**src/rtl/key_cmd_queue.sv**
```systemverilog
// key_cmd_queue: synchronises and debounces the PS/2 ASCII key bus, turns
// newly settled keys '1'..'8' into 3-bit command codes and queues them for
// the game FSM behind a valid/ready handshake.
// Optional build macro: KEY_DROP_CNT_EN builds the saturating drop counter
// on O_drop_cnt. Without it O_drop_cnt is tied to zero.
module key_cmd_queue #(
  parameter int STABLE_CYCLES = 1000,
  parameter int DEPTH         = 4
) (
  input  logic                     I_clk_100M,
  input  logic                     I_rst,
  input  logic [7:0]               I_key_ascii,
  input  logic                     I_cmd_ready,
  output logic                     O_cmd_valid,
  output logic [2:0]               O_cmd,
  output logic [$clog2(DEPTH):0]   O_fifo_cnt,
  output logic [7:0]               O_drop_cnt
);

  localparam int AW = $clog2(DEPTH);
  localparam int CW = AW + 1;
  localparam int SW = $clog2(STABLE_CYCLES + 1);
  localparam logic [SW-1:0] STAB_MAX  = SW'(STABLE_CYCLES);
  localparam logic [SW-1:0] STAB_LAST = SW'(STABLE_CYCLES - 1);
  localparam logic [CW-1:0] FULL_CNT  = CW'(DEPTH);

  // ---------------------------------------------------------------------------
  // Two-flop synchroniser; s_q is the synchronised sample s.
  // ---------------------------------------------------------------------------
  logic [7:0] sync1_q, s_q;

  // Bring the asynchronous key bus into the clock domain as a whole word.
  always_ff @(posedge I_clk_100M or posedge I_rst) begin
    if (I_rst) begin
      sync1_q <= 8'h00;
      s_q     <= 8'h00;
    end else begin
      sync1_q <= I_key_ascii;
      s_q     <= sync1_q;
    end
  end

  // ---------------------------------------------------------------------------
  // Stability filter. The counter restarts on the edge where s changes
  // (the incoming sample differs from the current s), so it counts the edges
  // s has held its value. Settle fires once, on the step to STABLE_CYCLES.
  // ---------------------------------------------------------------------------
  logic [SW-1:0] stab_q, stab_d;
  logic [7:0]    last_q;
  logic          push_q, push_d;
  logic [2:0]    code_q;
  logic          same, settle, in_range;

  assign same     = (sync1_q == s_q);
  assign settle   = same && (stab_q == STAB_LAST);
  assign in_range = (s_q >= 8'h31) && (s_q <= 8'h38);
  assign push_d   = settle && in_range && (s_q != last_q);

  // Next stability count: restart on change, saturate once settled.
  always_comb begin
    stab_d = stab_q;
    if (!same)
      stab_d = '0;
    else if (stab_q != STAB_MAX)
      stab_d = stab_q + SW'(1);
  end

  // Filter state plus the registered push request and its command code.
  always_ff @(posedge I_clk_100M or posedge I_rst) begin
    if (I_rst) begin
      stab_q <= '0;
      last_q <= 8'h00;
      push_q <= 1'b0;
      code_q <= 3'd0;
    end else begin
      stab_q <= stab_d;
      if (settle)
        last_q <= s_q;
      push_q <= push_d;
      // '1'..'8' have low bits 1..7,0, so subtracting one mod 8 gives 0..7.
      code_q <= s_q[2:0] - 3'd1;
    end
  end

  // ---------------------------------------------------------------------------
  // Command FIFO. Outputs are registered from the next-state head so that
  // valid/cmd never depend combinationally on I_cmd_ready.
  // ---------------------------------------------------------------------------
  logic [2:0]    mem_q [DEPTH];
  logic [AW-1:0] wr_q, rd_q, wr_d, rd_d;
  logic [CW-1:0] cnt_q, cnt_d;
  logic          valid_q, valid_d;
  logic [2:0]    cmd_q, cmd_d, head_d;
  logic          pop, full, wr_en;

  assign pop   = valid_q && I_cmd_ready;
  assign full  = (cnt_q == FULL_CNT);
  assign wr_en = push_q && (!full || pop);

  // Next pointers, count and head; bypass the write when it becomes the head.
  always_comb begin
    rd_d    = rd_q + AW'(pop);
    wr_d    = wr_q + AW'(wr_en);
    cnt_d   = cnt_q + CW'(wr_en) - CW'(pop);
    head_d  = (wr_en && (wr_q == rd_d)) ? code_q : mem_q[rd_d];
    valid_d = (cnt_d != '0);
    cmd_d   = valid_d ? head_d : cmd_q;
  end

  // FIFO storage, pointers and registered outputs.
  always_ff @(posedge I_clk_100M or posedge I_rst) begin
    if (I_rst) begin
      for (int i = 0; i < DEPTH; i++)
        mem_q[i] <= 3'd0;
      wr_q    <= '0;
      rd_q    <= '0;
      cnt_q   <= '0;
      valid_q <= 1'b0;
      cmd_q   <= 3'd0;
    end else begin
      if (wr_en)
        mem_q[wr_q] <= code_q;
      wr_q    <= wr_d;
      rd_q    <= rd_d;
      cnt_q   <= cnt_d;
      valid_q <= valid_d;
      cmd_q   <= cmd_d;
    end
  end

  assign O_cmd_valid = valid_q;
  assign O_cmd       = cmd_q;
  assign O_fifo_cnt  = cnt_q;

`ifdef KEY_DROP_CNT_EN
  logic [7:0] drop_q;

  // Count pushes discarded because the queue was full with no pop; saturate.
  always_ff @(posedge I_clk_100M or posedge I_rst) begin
    if (I_rst)
      drop_q <= 8'h00;
    else if (push_q && full && !pop && (drop_q != 8'hFF))
      drop_q <= drop_q + 8'd1;
  end

  assign O_drop_cnt = drop_q;
`else
  assign O_drop_cnt = 8'h00;
`endif

endmodule

```
**config.mk**
```make
export PLATFORM = sky130hd
export DESIGN_NAME = key_cmd_queue
export DESIGN_NICKNAME = d
export VERILOG_FILES = /design/src/rtl/key_cmd_queue.sv
export SDC_FILE = /design/constraint.sdc
export NUM_CORES = 1
export LEC_CHECK = 0
export ABC_AREA = 1
export CAP_MARGIN = 0
export CELL_PAD_IN_SITES_DETAIL_PLACEMENT = 0
export CELL_PAD_IN_SITES_GLOBAL_PLACEMENT = 2
export CORE_ASPECT_RATIO = 0.7
export CORE_MARGIN = 5
export CORE_UTILIZATION = 35
export CTS_CLUSTER_DIAMETER = 200
export DETAILED_ROUTE_END_ITERATION = 12
export PLACE_DENSITY = 0.81
export SETUP_SLACK_MARGIN = 0.2
export SLEW_MARGIN = 10
export SYNTH_ARGS = -nofsm -noshare
export SYNTH_HDL_FRONTEND = slang
export SYNTH_SLANG_ARGS = --single-unit
```
**constraint.sdc**
```tcl
create_clock -name I_clk_100M -period 2.7 [get_ports I_clk_100M]
set_clock_uncertainty 0.05 [all_clocks]
set_input_delay 0.405 -clock I_clk_100M [delete_from_list [all_inputs] [get_ports I_clk_100M]]
set_output_delay 0.405 -clock I_clk_100M [all_outputs]
set_load 0.01 [all_outputs]
```
==> impl_metrics.csv, run 1 <==
group,metric,value,unit
outcome,run_status,"completed",
min_path,hold_path_class,"reg -> reg",
global_route,antenna_found_initial,0,
pwr,intPower,1950,uW
layout,postLayoutCellArea,3600,um2
pwr,netSwitchingFraction,29.9,%
synth,netlist_cell_types,35,
worst_setup_path,worst-r2r-cell-count,12,
route,antenna_violating_nets_post_route,0,
layout,areaGrowthSynthToFinish,19.1,%
worst_setup_path,timing_worst_setup_path_type,"in -> reg",
worst_setup_path,start_kind,"primary input",
synth,postSynth.topFlopCell,"sky130_fd_sc_hd__dfrtp_1",
route,drt_iter0_markers,91,
layout,area_of_combinational_cells_with_multiple_inputs,1270,um2
global_route,largest_net_degree_at_the_start_of_global_routing,62,
worst_setup_path,reg2reg_from,"O_fifo_cnt[1]",
layout,diodes,0,
pwr,seqPwrFrac,38.6,%
synth,synth_sequential_area_ratio,50.5,%
cts,cts.reportedPaths.clkPinSlew,0.05,ns
cts,clock_tree.buffer_depth,2,
worst_setup_path,timing.reg2reg.setup_slack,0.47,ns
cts,cts.htree.levels,3,
floorplan,dieArea,10600,um2
route,detail_route.first_pass.iterations,4,
layout,design.final.nets,402,
floorplan,die_h,87.7,um
pwr,power.leakage,0.00179,uW
pwr,power.density_cell_area,772,nW/um2
floorplan,top_level_ports,26,
timing,layout_min_cycle_time,2.36,ns
timing,setup_viol,0,
pwr,vdd_drop_max,0.447,mV
global_route,wire_length_of_the_first_global_routing_pass,9960,um
timing,achievable-frequency,423,MHz
route,routedWlPerCell,11.8,um
synth,flip_flop_and_latch_count_after_synthesis,61,
synth,synth.yosys.warnings,0,
timing,final_max_slew_viol_count,0,
place,portBuffers,17,
worst_setup_path,crit_arrival,2.58,ns
worst_setup_path,crit_path_max_fanout,5,
synth,synth.avg_cell_area,8.53,um2
place,detailed_place_hpwl,4290,um
layout,drive_above_1_share,10.6,%
cts,number_of_buffers_created_by_cts,9,
synth,synth_area_leader_cell,"sky130_fd_sc_hd__dfrtp_1",
worst_setup_path,critical_path.endpoint_type,"register",
timing,hold_viol,0,
layout,utilization,42.6,%
timing,rsz0062_at_grt,"false",
cts,numClockSinks,61,
cts,cts_hold_buf,0,
synth,post_synth_inst_count,354,
min_path,min_delay_endpoint,"s_q[4]",
synth,synth_common_cells,"sky130_fd_sc_hd__nand2_1, sky130_fd_sc_hd__dfrtp_1, sky130_fd_sc_hd__inv_1",
synth,ys_top_cells_by_area,"sky130_fd_sc_hd__dfrtp_1, sky130_fd_sc_hd__nand2_1, sky130_fd_sc_hd__inv_1, sky130_fd_sc_hd__ha_1, sky130_fd_sc_hd__nand3_1",
timing,final_cycle_utilization_of_the_critical_path,87.6,%
layout,regArea,1530,um2
route,postRouteWirelength,5970,um
worst_setup_path,required,2.91,ns
route,drc_errors_left,0,
run,maxCapViolCount,0,
global_route,grt_util_all_layers,12.4,%
pwr,clock_power_share,37.6,%
cts,clock_insertion_delay_worst_skew,0.32,ns
place,placed_cell_area,3320,um2
floorplan,standard_cell_row_count,28,
min_path,hold_start,"sync1_q[4]",
floorplan,floorplan.die.width,121,um
min_path,hold-path-cell-count,0,
cts,cts_tree,"yes",
synth,synthMostInstantiatedCell,"sky130_fd_sc_hd__nand2_1",
route,drt-vias-per-instance,4.28,
route,via_count,2167,
synth,yosysTopAreaCellShare,50.5,%
pwr,combPwrFrac,23.9,%
layout,fill_cells,843,
global_route,grt_pass1_vias,1961,
synth,share_of_flip_flops_with_an_asynchronous_set_or_reset,100,%
global_route,grt.overflow.total,0,
cts,clockRootBuffer,"sky130_fd_sc_hd__clkbuf_16",
synth,synth_enable_flop_cells,0,
synth,synth.cell_area,3020,um2
floorplan,fp.coreArea,8440,um2
pwr,power.switching,832,uW
place,routabilityCongestion,0.764,
floorplan,initial_core_util,35.8,%
worst_setup_path,crit_reg_reg_endpoint,"O_cmd[1]",
==> power groups by stage <==
stage	logic, uW	registers [uW]	clock network [uW]
after detailed placement	643	1080	0
final	663	1070	1040
after floorplan	404	1090	0
after global placement	639	1090	0
after CTS	647	1070	1080
after global routing	762	1080	1120
==> critical path: stages <==
cell and delay, ns:
sky130_fd_sc_hd__clkdlybuf4s50_1 0.45, sky130_fd_sc_hd__nand2_1 0.06, sky130_fd_sc_hd__nand3_1 0.11, sky130_fd_sc_hd__nand2_2 0.07, sky130_fd_sc_hd__ha_1 0.27, sky130_fd_sc_hd__inv_1 0.04, sky130_fd_sc_hd__ha_1 0.18, sky130_fd_sc_hd__fa_1 0.48
sky130_fd_sc_hd__nor2_2 0.15, sky130_fd_sc_hd__nand3_2 0.14, sky130_fd_sc_hd__inv_1 0.11, sky130_fd_sc_hd__nand2_1 0.05, sky130_fd_sc_hd__nand2_1 0.06
==> layer usage <==
layer	global-route usage, %	part of all wire (%)	vias to the layer above
li1	-	-	1145
met5	0	0	-
met3	4.39	3.6	7
met2	15.2	37	32
met4	5.25	1.5	0
met1	19.0	58	983
==> stage by stage <==
stage	total power (uW)	TNS [ns]	cells	worst slack [ns]	hold slack, ns
after CTS	2800	0	506	0.318	0.342
after global placement	1730	0	490	0.00281	0.336
after floorplan	1500	0	361	0.521	0.324
final	2780	0	506	0.335	0.341
after detailed placement	1730	-0.0211	490	-0.0166	0.331
after global routing	2960	0	506	0.189	0.346
==> how the worst max path moves through the flow <==
stage	from	endpoint	cells after the start
after floorplan	I_cmd_ready	O_cmd[0]	12
after global placement	I_cmd_ready	O_cmd[0]	13
after detailed placement	I_cmd_ready	O_cmd[2]	13
after CTS	I_cmd_ready	O_cmd[2]	13
after global routing	I_cmd_ready	O_cmd[2]	13
final	I_cmd_ready	O_cmd[1]	13
==> placed cells by master (no fill, tap or decap), types with 2 or more instances in the layout <==
cell and count:
sky130_fd_sc_hd__nor2_1 20, sky130_fd_sc_hd__nor3_2 4, sky130_fd_sc_hd__nor3_1 7, sky130_fd_sc_hd__nand2_1 106, sky130_fd_sc_hd__o21ai_0 16, sky130_fd_sc_hd__xor2_1 4, sky130_fd_sc_hd__o21a_1 6, sky130_fd_sc_hd__clkdlybuf4s50_1 17
sky130_fd_sc_hd__clkbuf_8 2, sky130_fd_sc_hd__nand2_2 4, sky130_fd_sc_hd__clkbuf_1 4, sky130_fd_sc_hd__clkbuf_16 9, sky130_fd_sc_hd__ha_1 9, sky130_fd_sc_hd__nor2_2 6, sky130_fd_sc_hd__dfrtp_1 61, sky130_fd_sc_hd__or2_2 2
sky130_fd_sc_hd__inv_1 43, sky130_fd_sc_hd__inv_2 5, sky130_fd_sc_hd__and3_1 2, sky130_fd_sc_hd__nand3_1 21, sky130_fd_sc_hd__nand4_1 2, sky130_fd_sc_hd__a21oi_1 6, sky130_fd_sc_hd__nand3_2 2, sky130_fd_sc_hd__xnor2_1 6
sky130_fd_sc_hd__conb_1 8
==> cells by family after synthesis <==
kind of cell / count (synthesis) / synth area share, %
and+or+nand+nor: 184 / 28.1
DFF: 61 / 50.5
buffers and inverters: 59 / 8.62
AOI/OAI and AO/OA: 29 / 5.30
xor gates and xnor gates: 10 / 2.90
adders and majority gates: 10 / 4.39
other: 1 / 0.124
==> state kept, by name, indices dropped and copies added, names as in the netlist <==
| signal | cells |
|---|---|
| O_cmd | 3 |
| O_cmd_valid | 1 |
| O_fifo_cnt | 3 |
| code_q | 3 |
| last_q | 8 |
| mem_q | 12 |
| push_q | 1 |
| rd_q | 2 |
| s_q | 8 |
| stab_q | 10 |
| sync1_q | 8 |
| wr_q | 2 |
==> what timing repair did <==
item | 4_1_cts | 5_1_grt
setup buffers | 0 | 0
gates resized for setup | 0 | 2
setup endpoints to repair | 0 | 3
==> layout make-up <==
type,instances,area share [%]
tap,120,4.17
clock inverter,1,0.139
timing repair buffer,19,5.49
inverter,49,5.11
clock buffer,15,7.44
multi-input combinational,241,35.2
sequential,61,42.4
Note: power is estimated with default switching activity, not from simulation.
==> inputs of run 2 (changes only) <==
Settings changed: RECOVER_POWER set to 100.
==> impl_metrics.csv, run 2 (synthesis gave the netlist of run 1 again) <==
group,metric,value,unit
outcome,run_status,"finished, violations left",
outcome,violations,"max-capacitance violations",
worst_setup_path,crit_path_start,"I_cmd_ready",
floorplan,initial_core_util,35.8,%
worst_setup_path,start_kind,"primary input",
floorplan,standard_cell_row_count,28,
timing,rsz0062_at_grt,"false",
layout,final_cell_mix,"sky130_fd_sc_hd__nand2_1, sky130_fd_sc_hd__dfrtp_1, sky130_fd_sc_hd__inv_1, sky130_fd_sc_hd__nand3_1, sky130_fd_sc_hd__nor2_1",
cts,number_of_buffers_created_by_cts,9,
route,via_count,2190,
timing,setup_viol,0,
worst_setup_path,crit_slowest_cell,"sky130_fd_sc_hd__dlygate4sd3_1",
floorplan,floorplan.die.width,121,um
timing,max_slew.worst_pin.slew,1.50,ns
global_route,largest_net_degree_at_the_start_of_global_routing,62,
layout,area_of_combinational_cells_with_multiple_inputs,1220,um2
min_path,min_delay_endpoint,"s_q[4]",
min_path,hold_path_class,"reg -> reg",
worst_setup_path,timing.reg2reg.setup_slack,0.49,ns
cts,cts.reportedPaths.clkPinSlew,0.05,ns
layout,areaGrowthSynthToFinish,17.1,%
worst_setup_path,crit_reg_reg_endpoint,"O_cmd[2]",
cts,clock_insertion_delay_worst_skew,0.32,ns
worst_setup_path,reg2reg_from,"O_fifo_cnt[1]",
route,routedWlPerCell,11.8,um
timing,layout_min_cycle_time,2.42,ns
cts,clockRootBuffer,"sky130_fd_sc_hd__clkbuf_16",
worst_setup_path,crit_arrival,2.64,ns
pwr,vdd_drop_max,0.421,mV
global_route,grt_pass1_vias,1961,
layout,stdcell_count,506,
route,drc_errors_left,0,
floorplan,die_h,87.7,um
worst_setup_path,worst-r2r-cell-count,12,
worst_setup_path,timing_worst_setup_path_type,"in -> reg",
timing,timing.max_slew.rel_slack,0.136,%
cts,cts.htree.levels,3,
global_route,antenna_found_initial,0,
pwr,power.density_cell_area,776,nW/um2
cts,clock_tree.buffer_depth,2,
worst_setup_path,required,2.91,ns
timing,achievable-frequency,413,MHz
route,antenna_violating_nets_post_route,0,
layout,largest_register_ff_count,12,
route,postRouteWirelength,5970,um
route,detail_route.first_pass.iterations,4,
worst_setup_path,crit_chain,"dlygate4sd3_1 > nand2_1 > nand3_1 > nand2_2 > ha_1 > inv_1 > ha_1 > fa_1 > nor2_2 > nand3_2 > inv_1 > nand2_1 > nand2_1",
timing,finalHoldWorstSlack,0.341,ns
global_route,wire_length_of_the_first_global_routing_pass,9960,um
route,drt-vias-per-instance,4.33,
timing,final_cycle_utilization_of_the_critical_path,89.8,%
worst_setup_path,crit_path_max_fanout,5,
run,maxCapViolCount,1,
worst_setup_path,worst_path_most_repeated_cell,"sky130_fd_sc_hd__nand2_1",
layout,diodes,0,
place,portBuffers,17,
layout,drive_above_1_share,7.51,%
timing,hold_viol,0,
cts,numClockSinks,61,
layout,regArea,1530,um2
layout,layout_commonest_cell,"sky130_fd_sc_hd__nand2_1",
layout,largest_register,"mem_q",
place,numPlacedInstances,490,
cts,postCtsResizedCells,0,
worst_setup_path,critPathMaxStageDelay,0.52,ns
timing,finalSetupTns,0,ns
place,routabilityCongestion,0.764,
pwr,power.leakage,0.00176,uW
min_path,hold_start,"sync1_q[4]",
floorplan,fp.coreArea,8440,um2
layout,design.final.nets,402,
global_route,grt_util_all_layers,12.4,%
layout,fill_cells,854,
layout,largestRegisters,"mem_q (12), stab_q (10)",
cts,cts_tree,"yes",
floorplan,top_level_ports,26,
global_route,grt.overflow.total,0,
place,detailed_place_hpwl,4290,um
min_path,hold-path-cell-count,0,
timing,final_max_slew_viol_count,0,
cts,cts_hold_buf,0,
route,drt_iter0_markers,94,
worst_setup_path,critical_path.endpoint_type,"register",
cts,cts_setup_buffers,0,
floorplan,dieArea,10600,um2
==> run 2: cell count changes in the layout (fill, tap and decap cells not counted), moves of 2 or more <==
cell / before / now
sky130_fd_sc_hd__inv_2: 5 / 2
sky130_fd_sc_hd__nor3_1: 7 / 11
sky130_fd_sc_hd__dlygate4sd3_1: 0 / 17
sky130_fd_sc_hd__clkdlybuf4s50_1: 17 / 0
sky130_fd_sc_hd__nor3_2: 4 / 0
sky130_fd_sc_hd__inv_1: 43 / 45
==> run 2: per-layer routing <==
metal / track usage [%] / vias up / part of all wire [%]
met5: 0 / - / 0
met4: 5.25 / 0 / 1.5
met3: 4.39 / 7 / 3.7
met2: 15.2 / 32 / 37
met1: 19.0 / 1005 / 58
li1: - / 1146 / -
==> run 2: stage by stage <==
stage          area [um2]  setup slack (ns)  total power [uW]  utilization, %
3_5_place_dp         3320           -0.0166              1730            39.3
4_1_cts              3590             0.318              2800            42.5
2_1_floorplan        3050             0.521              1500               -
6_report             3540             0.276              2740            41.9
5_1_grt              3540             0.121              2930            41.9
3_3_place_gp         3320           0.00281              1730            39.3
==> run 2: layout make-up <==
| cell class | count | share of cell area, % |
|---|---|---|
| clock buffers | 15 | 7.57 |
| well taps | 120 | 4.25 |
| flip-flops and latches | 61 | 43.2 |
| clock inverters | 1 | 0.142 |
| multi-input cells | 241 | 34.6 |
| inverters | 49 | 5.20 |
| repair buffers | 19 | 5.06 |
==> run 2: how the worst max path moves through the flow <==
stage,endpoint,slack (ns)
after CTS,O_cmd[2],0.32
final,O_cmd[2],0.28
after detailed placement,O_cmd[2],-0.02
after global placement,O_cmd[0],0.003
after floorplan,O_cmd[0],0.52
after global routing,O_cmd[2],0.12
==> run 2: critical path: cells and delay by family <==
family                     cells  cell delay, ns
adders and majority gates      3            0.93
buffers and inverters          3            0.67
and+or+nand+nor                7            0.62
==> run 2: power breakdown <==
group / leakage (uW) / switching, uW / internal, uW
Sequential: 0.000753 / 63.8 / 1010
Clock: 0.000134 / 374 / 670
Combinational: 0.000876 / 385 / 247
Total: 0.00176 / 822 / 1920
==> inputs of run 3 (changes only) <==
Settings changed: PLACE_DENSITY 0.81 to not set, PLACE_DENSITY_LB_ADDON set to 0.1, SLEW_MARGIN 10 to 40.
==> impl_metrics.csv, run 3 (synthesis gave the netlist of run 1 again) <==
group,metric,value,unit
floorplan,standard_cell_row_count,28,
global_route,grt_pass1_vias,2077,
pwr,total_power,2720,uW
min_path,hold_path_class,"reg -> reg",
global_route,wire_length_of_the_first_global_routing_pass,10700,um
floorplan,top_level_ports,26,
cts,cts_hold_buf,0,
route,drt_iter0_markers,103,
place,dpl_worst_slack,-0.0711,ns
timing,layout_min_cycle_time,2.42,ns
min_path,hold-path-cell-count,0,
cts,cts.reportedPaths.clkPinSlew,0.05,ns
pwr,seqPwrFrac,39.2,%
pwr,intPower,1900,uW
place,routabilityCongestion,0.752,
place,portBuffers,17,
route,routedWlPerCell,12.2,um
pwr,clock_power_share,37.3,%
worst_setup_path,worst-r2r-cell-count,11,
layout,areaGrowthSynthToFinish,17.3,%
floorplan,dieArea,10600,um2
run,maxCapViolCount,0,
layout,largestRegisters,"mem_q (12), stab_q (10)",
cts,cts_tree,"yes",
layout,largest_register_ff_count,12,
pwr,combPwrFrac,23.6,%
timing,hold_viol,0,
layout,diodes,0,
worst_setup_path,start_kind,"primary input",
worst_setup_path,crit_reg_reg_endpoint,"O_cmd[2]",
floorplan,fp.coreArea,8440,um2
timing,setup_viol,0,
cts,cts_setup_buffers,0,
floorplan,die_h,87.7,um
layout,largest_register,"mem_q",
route,detail_route.first_pass.iterations,5,
route,antenna_violating_nets_post_route,0,
cts,clock_insertion_delay_worst_skew,0.32,ns
place,detailed_place_hpwl,4520,um
timing,achievable-frequency,414,MHz
min_path,min_delay_endpoint,"s_q[2]",
route,postRouteWirelength,6190,um
cts,postCtsResizedCells,0,
worst_setup_path,required,2.86,ns
worst_setup_path,crit_arrival,2.58,ns
timing,timing.max_slew.rel_slack,39.6,%
pwr,vdd_drop_max,0.433,mV
timing,rsz0062_at_grt,"false",
outcome,run_status,"completed",
worst_setup_path,timing.reg2reg.setup_slack,0.47,ns
worst_setup_path,crit_path_max_fanout,5,
route,drt-vias-per-instance,4.35,
layout,fill_cells,846,
timing,final_cycle_utilization_of_the_critical_path,89.5,%
cts,number_of_buffers_created_by_cts,9,
global_route,antenna_found_initial,0,
timing,max_slew.worst_pin.slew,0.905,ns
global_route,grt_util_all_layers,13.4,%
floorplan,initial_core_util,35.8,%
pwr,power.switching,827,uW
floorplan,floorplan.die.width,121,um
layout,drive_above_1_share,8.03,%
worst_setup_path,timing_worst_setup_path_type,"in -> reg",
worst_setup_path,critical_path.endpoint_type,"register",
global_route,largest_net_degree_at_the_start_of_global_routing,41,
timing,final_max_slew_viol_count,0,
layout,design.final.nets,403,
route,via_count,2203,
pwr,netSwitchingFraction,30.4,%
min_path,hold_start,"sync1_q[2]",
timing,fin_ws,0.284,ns
pwr,power.leakage,0.00177,uW
layout,final_cell_mix,"sky130_fd_sc_hd__nand2_1, sky130_fd_sc_hd__dfrtp_1, sky130_fd_sc_hd__inv_1, sky130_fd_sc_hd__nor2_1, sky130_fd_sc_hd__nand3_1",
global_route,grt.overflow.total,0,
layout,layout_commonest_cell,"sky130_fd_sc_hd__nand2_1",
cts,numClockSinks,61,
cts,clock_tree.buffer_depth,2,
route,drc_errors_left,0,
cts,clockRootBuffer,"sky130_fd_sc_hd__clkbuf_16",
pwr,power.density_cell_area,769,nW/um2
worst_setup_path,reg2reg_from,"O_fifo_cnt[1]",
cts,cts.htree.levels,3,
layout,utilization,42.0,%
run 3: metrics by stage:
stage / hold WS, ns / instance area [um2] / setup TNS (ns) / cells
floorplan: 0.324 / 3050 / 0 / 361
global placement: 0.335 / 3330 / -0.0242 / 491
detailed placement: 0.335 / 3330 / -0.187 / 491
CTS: 0.342 / 3590 / 0 / 506
global route: 0.356 / 3540 / 0 / 506
finish: 0.341 / 3540 / 0 / 506
run 3: layout make-up:
| cell class | instances | area, um2 | area share [%] |
|---|---|---|---|
| Tap cell | 120 | 150 | 4.24 |
| Clock buffer | 13 | 250 | 7.06 |
| Sequential cell | 61 | 1530 | 43.1 |
| Clock inverter | 2 | 10.0 | 0.283 |
| Multi-Input combinational cell | 241 | 1220 | 34.4 |
| Timing Repair Buffer | 20 | 201 | 5.69 |
| Inverter | 49 | 184 | 5.19 |
run 3: worst max-delay path by stage:
stage | end | depth (start not counted) | startpoint | slack, ns
floorplan | O_cmd[0] | 12 | I_cmd_ready | 0.52
global placement | O_cmd[0] | 13 | I_cmd_ready | -0.01
detailed placement | O_cmd[2] | 13 | I_cmd_ready | -0.07
CTS | O_cmd[0] | 13 | I_cmd_ready | 0.27
global route | O_cmd[1] | 12 | I_cmd_ready | 0.13
finish | O_cmd[2] | 12 | I_cmd_ready | 0.28
run 3: metal layers:
| layer | track usage, % | share of wire [%] | routed length, um | vias to the layer above |
|---|---|---|---|---|
| met1 | 20.6 | 59 | 3620 | 1017 |
| li1 | - | - | - | 1149 |
| met5 | 0 | 0 | 0 | - |
| met4 | 5.56 | 1.1 | 70 | 0 |
| met3 | 4.65 | 4.1 | 252 | 5 |
| met2 | 16.6 | 36 | 2250 | 32 |
run 3: power by group through the flow:
stage / combinational (uW) / sequential [uW] / clock (uW)
after global placement: 666 / 1090 / 0
after detailed placement: 667 / 1080 / 0
after CTS: 672 / 1070 / 1060
after floorplan: 404 / 1090 / 0
after global routing: 743 / 1080 / 1110
final: 642 / 1070 / 1010
run 3: worst max-delay path, stage by stage:
cell and delay [ns]:
sky130_fd_sc_hd__dlygate4sd3_1 0.52, sky130_fd_sc_hd__nand2_1 0.06, sky130_fd_sc_hd__nand3_1 0.13, sky130_fd_sc_hd__nand2_2 0.07, sky130_fd_sc_hd__ha_1 0.27, sky130_fd_sc_hd__inv_1 0.04
sky130_fd_sc_hd__ha_1 0.18, sky130_fd_sc_hd__fa_1 0.45, sky130_fd_sc_hd__nor2_1 0.14, sky130_fd_sc_hd__nand3_2 0.13, sky130_fd_sc_hd__nand3_1 0.13, sky130_fd_sc_hd__nand2_1 0.05
